===== src/rtl/siso_pkg.sv =====
// siso_pkg: shared state encoding, default sizes and counter width for the SISO sequencer
package siso_pkg;
    typedef enum logic [1:0] {IDLE, SHIFT, FLUSH, DONE} state_t;
    localparam int DEF_WIDTH = 8;
    localparam int DEF_DEPTH = 4;
    function automatic int cnt_w(input int width, input int depth);
        return $clog2(width + depth + 1);
    endfunction
endpackage


===== src/rtl/siso_cnt.sv =====
// siso_cnt: transfer cycle counter with phase-end and receive-window compares
// ports: clk, rst (async active-low), clr (load zero), inc (count up),
//        shift_last (last SHIFT cycle), flush_last (last FLUSH cycle), rx_win (cnt >= DEPTH)
module siso_cnt
    import siso_pkg::*;
#(
    parameter int WIDTH = DEF_WIDTH,
    parameter int DEPTH = DEF_DEPTH
) (
    input  logic clk,
    input  logic rst,
    input  logic clr,
    input  logic inc,
    output logic shift_last,
    output logic flush_last,
    output logic rx_win
);
    localparam int CW = cnt_w(WIDTH, DEPTH);
    logic [CW-1:0] cnt;
    always_ff @(posedge clk or negedge rst) begin
        if (!rst) cnt <= '0;
        else if (clr) cnt <= '0;
        else if (inc) cnt <= cnt + CW'(1);
    end
    assign shift_last = cnt == CW'(WIDTH - 1);
    assign flush_last = cnt == CW'(WIDTH + DEPTH - 1);
    assign rx_win     = cnt >= CW'(DEPTH);
endmodule


===== src/rtl/siso_seq_ctrl.sv =====
// siso_seq_ctrl: serialises a word through an external SISO chain and recovers it from the chain output
// ports: clk, rst (async active-low), start/din (request + word), sdi (chain q), sdo (chain d),
//        shift_en (chain enable), busy, done (1-cycle pulse), dout (recovered word)
module siso_seq_ctrl
    import siso_pkg::*;
#(
    parameter int WIDTH = DEF_WIDTH,
    parameter int DEPTH = DEF_DEPTH
) (
    input  logic             clk,
    input  logic             rst,
    input  logic             start,
    input  logic [WIDTH-1:0] din,
    input  logic             sdi,
    output logic             sdo,
    output logic             shift_en,
    output logic             busy,
    output logic             done,
    output logic [WIDTH-1:0] dout
);
    state_t state, nxt;
    logic [WIDTH-1:0] tx, rx;
    logic ld, run, shift_last, flush_last, rx_win;

    siso_cnt #(.WIDTH(WIDTH), .DEPTH(DEPTH)) u_cnt (
        .clk(clk),
        .rst(rst),
        .clr(ld),
        .inc(run),
        .shift_last(shift_last),
        .flush_last(flush_last),
        .rx_win(rx_win)
    );

    always_ff @(posedge clk or negedge rst) begin
        if (!rst) state <= IDLE;
        else state <= nxt;
    end

    always_comb begin
        nxt      = state;
        ld       = 1'b0;
        case (state)
            IDLE:  begin
                ld  = start;
                nxt = start ? SHIFT : IDLE;
            end
            SHIFT: nxt = shift_last ? FLUSH : SHIFT;
            FLUSH: nxt = flush_last ? DONE : FLUSH;
            DONE:  nxt = IDLE;
        endcase
        run      = state == SHIFT || state == FLUSH;
        shift_en = run;
        busy     = run;
        done     = state == DONE;
        sdo      = state == SHIFT && tx[WIDTH-1];
    end

    // The chain delays each bit by DEPTH enabled cycles, so the first returned
    // bit appears once cnt reaches DEPTH; the final capture lands directly in dout.
    always_ff @(posedge clk or negedge rst) begin
        if (!rst) begin
            tx   <= '0;
            rx   <= '0;
            dout <= '0;
        end else begin
            if (ld) tx <= din;
            else if (state == SHIFT) tx <= {tx[WIDTH-2:0], 1'b0};
            if (run && rx_win) rx <= {rx[WIDTH-2:0], sdi};
            if (state == FLUSH && flush_last) dout <= {rx[WIDTH-2:0], sdi};
        end
    end
endmodule


===== config.mk =====
export PLATFORM = sky130hd
export DESIGN_NAME = siso_seq_ctrl
export DESIGN_NICKNAME = d
export VERILOG_FILES = /design/src/rtl/siso_pkg.sv /design/src/rtl/siso_cnt.sv /design/src/rtl/siso_seq_ctrl.sv
export SDC_FILE = /design/constraint.sdc
export NUM_CORES = 1
export LEC_CHECK = 0
export BUFFER_PORTS_ARGS = -buffer_cell sky130_fd_sc_hd__buf_2
export CORE_MARGIN = 2
export CORE_UTILIZATION = 40
export DETAILED_ROUTE_END_ITERATION = 8
export MAX_ROUTING_LAYER = met4
export PLACE_DENSITY = 0.69
export REMOVE_ABC_BUFFERS = 1
export SYNTH_ARGS = -nofsm -noshare
export SYNTH_HDL_FRONTEND = slang
export SYNTH_SLANG_ARGS = --single-unit
export TNS_END_PERCENT = 50

===== constraint.sdc =====
create_clock -name clk -period 1.7 [get_ports clk]
set_input_delay 0.255 -clock clk [delete_from_list [all_inputs] [get_ports clk]]
set_output_delay 0.255 -clock clk [all_outputs]
set_load 0.02 [all_outputs]

# Yosys cells after proc, flatten, opt, wreduce, memory -nomap -nowiden
# Index checks and enable logic that the tools add are counted.
dict set report totals {
  ff_bits 29
  inputBits 12
  out_inout_bits 12
  word_cells 28
}
dict set report op_classes {
  n_addsub 1
  order_cmp 1
  eq_ne 5
  mux 9
  reduce_logical 7
}
# cell n
set ops {}
lappend ops {{two-way mux 8 bit} 2}
lappend ops {{two-way mux 4 bit} 2}
lappend ops {{one-hot mux 2 bit (4 select lines)} 1}
lappend ops {{adder 4 x 1 -> 4 bit, second input constant} 1}
lappend ops {{equality test 2 bit, second input constant} 2}
lappend ops {{equality test 4 x 3 -> 1 bit, second input constant} 1}
lappend ops {{equality test 4 bit, second input constant} 1}
lappend ops {{greater-or-equal comparator 4 x 3 -> 1 bit, second input constant} 1}
lappend ops {{nonzero test 2 bit} 2}
lappend ops {{logical AND 1 bit} 3}
lappend ops {{two-way mux 1 bit} 3}
lappend ops {{equality test 2 x 1 -> 1 bit, second input constant} 1}
lappend ops {{zero test 2 bit} 1}
lappend ops {{two-way mux 2 bit} 1}
lappend ops {{logical OR 1 bit} 1}

# Longest topological paths before layout
dict set report logic_depth {
  ltp_word 4
  depth_mapped 6
  ltp_nobuf 5
}

# Hierarchy
# From an unflattened synthesis, not the netlist that was laid out.
dict set report hier_totals {
  hier_cells 107
  hier_area_um2 1383.8
}
# mod n_inst cells_each area_each_um2 seq_area_each_um2
set by_module_without_submodules {}
lappend by_module_without_submodules {siso_seq_ctrl 1 87 1168.6 625.6}
lappend by_module_without_submodules {siso_cnt 1 20 215.2 100.1}

# Worst setup path before layout
# OpenSTA, ideal clock, no wires.
dict set report synth_path {
  path_kind {register to register}
  start {register state[0]}
  end {register rx[0]}
  t_arrival_ns 1.544
  t_required_ns 1.575
  setup_slack_ns 0.031
  stages_incl_launch_ff 6
  path_buffers 1
  path_cell_list {dfrtp_1 -> inv_1 -> ha_1 -> clkbuf_2 -> o21ai_2 -> mux2_2}
}
dict set report synth_via {
  elab_chain_cells 3
  word_cells_on_any_way 4
  classes_between {eq/ne (2); reduce/logical (2)}
}
# element line_no
set synth_lines {}
lappend synth_lines {{start, declared} siso_seq_ctrl.sv:21} ;# state_t state, nxt;
lappend synth_lines {{start signal, assigned} siso_seq_ctrl.sv:37} ;# else state <= nxt;
lappend synth_lines {{equality test 2 x 1 -> 1 bit / equality test 2 bit (equally long branches)} siso_seq_ctrl.sv:52} ;# run = state == SHIFT || state == FLUSH;
lappend synth_lines {{logical OR 1 bit (*)} siso_seq_ctrl.sv:52}
lappend synth_lines {{via busy} siso_seq_ctrl.sv:17} ;# output logic busy,
lappend synth_lines {{logical AND 1 bit (*)} siso_seq_ctrl.sv:69} ;# if (run && rx_win) rx <= {rx[WIDTH-2:0], sdi};
lappend synth_lines {{end signal, assigned} siso_seq_ctrl.sv:69}
lappend synth_lines {{end, declared} siso_seq_ctrl.sv:22} ;# logic [WIDTH-1:0] tx, rx;
# The timed path passes the listed nets; every way through them passes the cells marked *.
# A chain may end at the register's enable or synchronous reset.

==> results.ini <==
[floorplan]
num_rows = 20
core-area_um2 = 3050
start_util = 0.423
die_area_um2 = 3700
fp.dieW_um = 60.8
io_pins = 24
die_y_um = 60.8

[sta]
tns_ns = 0
fin_crit_sh = 0.980
skew_ns = 0.00736
hold_viol = 0
relSlewSlack = 0.582
slew_viol_final = 0
period_minus_slack_ns = 1.67
max_freq_mhz = 600
worst_slew_pin_slew_ns = 0.627
rsz0062_at_grt = yes
setup_viol = 0
finalWorstSetupSlack_ns = 0.0339

[drt]
vias_per_cell = 4.77
avgRoutedWirePerCell_um = 12.5
drt_wl_total_um = 2200
drt_iter0_drc = 19
drtAntennaViolNets = 0
vias = 839
drcViolationCount = 0
detailedRoute.firstPassIterationCount = 5

[critical_path]
timing.rr.end = tx[0]
critPathMaxFanout = 5
worstPathArrival_ns = 1.41
rrSetupSlack_ns = 0.20
path_buf_inv = 2
worstRegToRegCells = 4
crit_chain = inv_2 > ha_2 > and2_1 > buf_2
timing.rr.start = state[0]
crit_family = flip-flops
cp_slowest_cell = dfrtp_1
cp_data_required_time_ns = 1.44
timing_worst_setup_path_type = flop to primary output
cp-start-kind = flop
end_kind = primary output
cpPeakStageDelay_ns = 0.42

[yosys]
synthCells = 102
synth.avg_cell_area_um2 = 12.6
synth_area_leaders = dfrtp_1, mux2_2, mux2i_1, ha_1, nand2_1
synth-compound-area-share = 0.0475
synth_xor_area_frac = 0.0204
synth_most_common_cell = dfrtp_1
yosysTopAreaCell = dfrtp_1
synth-main-ff-cell = dfrtp_1
synth_seq_area_share = 0.563
syn_area_um2 = 1290
yosys.area_share.simple = 0.0902
synth_top_family_by_area = multiplexers
synthArstFlopShare = 1.00
synth.distinct_cells = 22
synthTopCellsByCount = dfrtp_1, mux2_2, nand2_1, mux2i_1, o21ai_0
synthMuxAreaShare = 0.193
ys_seq_elements = 29
synth_edf_count = 0
synth_adder_area_share = 0.0582
yosysTopAreaCellShare = 0.563
synth-warning-count = 0

[worst_hold_path]
hold_class = primary input to flop
min_path_cells = 3
whs_endpoint = tx[1]
hold_path.startpoint = din[1]

[clock_network]
cts.sinks = 29
clock-root-buffer = clkbuf_4
cts_buffers = 5
path_clk_slew_ns = 0.09
clk-insertion-delay-late_ns = 0.32
cts_max_path_buffers = 2
cts_tree = done
h-tree-depth = 2

[grt]
antenna_found_initial = 0
grt_max_degree = 30
grt_overflow = 0
grt_pass1_vias = 816
grt_usage = 0.148
grt_pass1_wl_um = 3660

[place]
gp_congestion = 0.736
dp_cells = 166
dp_hpwl_um = 1550
detailedPlace.worstSlack_ns = 0.192
portBuffers = 23

[power_and_ir_drop]
powerDensity_nw_per_um2 = 1600
finalPower_uw = 2510
p_leak_uw = 0.000824
vdd_ir_drop_max_uv = 721

[run_status]
status = complete, no violations

[flow_run]
drv_cap = 0

[layout]
final_cells = 176
area_growth_pct = 21.3
drive_above_1_share = 0.409
nFillCells = 283
diodes = 0
fin_nets = 149

-- cells by family (layout without fill, tap and decap cells) --
family / Yosys count / count (layout)
AOI/OAI and AO/OA: 11 / 11
xor gates and xnor gates: 3 / 3
adders and majority gates: 6 / 6
buffers and inverters: 8 / 38
DFF: 29 / 29
muxes: 23 / 23
and+or+nand+nor: 22 / 22
-- state kept, by name (all words and copies together) (netlist names), named ones only --
name / count
rx: 7
tx: 8
state: 1
u_cnt.cnt: 4
dout: 8
-- stage by stage --
stage	area (um2)	hold WS, ns	util
4_1_cts	1570	0.107	0.513
3_3_place_gp	1460	0.306	0.479
5_1_grt	1570	0.108	0.513
2_1_floorplan	1260	-0.0406	-
3_5_place_dp	1460	0.313	0.479
6_report	1570	0.125	0.513
-- how the worst max path moves through the flow --
stage / from / end / slack, ns / depth (start not counted)
6_report: flop / sdo / 0.03 / 4
3_5_place_dp: state[0] / tx[0] / 0.19 / 4
3_3_place_gp: state[0] / rx[3] / 0.23 / 4
4_1_cts: flop / sdo / 0.01 / 4
2_1_floorplan: state[0] / rx[0] / -0.004 / 4
5_1_grt: flop / sdo / -0.07 / 4
-- tightest hold or removal path, stage by stage --
cell and delay (ns):
buf_2 0.07, nand2_1 0.03, o21ai_0 0.05
-- layer usage --
layer,global-route usage,vias to the layer above,part of all wire
li1,-,403,-
met1,0.170,400,0.46
met2,0.207,27,0.45
met3,0.0533,9,0.057
met4,0.115,0,0.031
met5,-,-,0
-- cell type report --
class,count,area [um2],share of cell area
clock buffer,7,65.1,0.0416
clock inverter,1,5.00,0.00320
inverter,3,11.3,0.00719
multi-input combinational,65,543,0.347
sequential,29,726,0.464
tap,44,55.1,0.0352
timing repair buffer,27,160,0.102
-- power by group --
group          internal (uW)  leakage (uW)  total (uW)  switching (uW)
clock                    239     0.0000413         468             229
sequential               925      0.000371        1090             164
combinational            493      0.000411         955             462
total                   1660      0.000824        2510             855
-- cells in the final DEF, fill, tap and decap left out, types with 2 or more instances in the layout --
cell	Yosys	layout
and2_1	2	2
buf_2	1	23
buf_4	1	2
clkbuf_4	0	5
clkbuf_8	0	2
dfrtp_1	29	29
ha_1	6	4
inv_1	3	2
mux2_2	15	15
mux2i_1	8	8
nand2_1	11	11
nor2_1	5	5
o21ai_0	8	8
xor2_1	2	2
-- what timing repair did --
action                                  CTS  global route
endpoints found under the hold margin    29             0
gates resized for setup                   3             0
hold buffers                              1             0
pin swaps                                 1             0
setup buffers                             1             0
endpoints found under the setup margin    3             3
(Power assumes the default switching activity.)
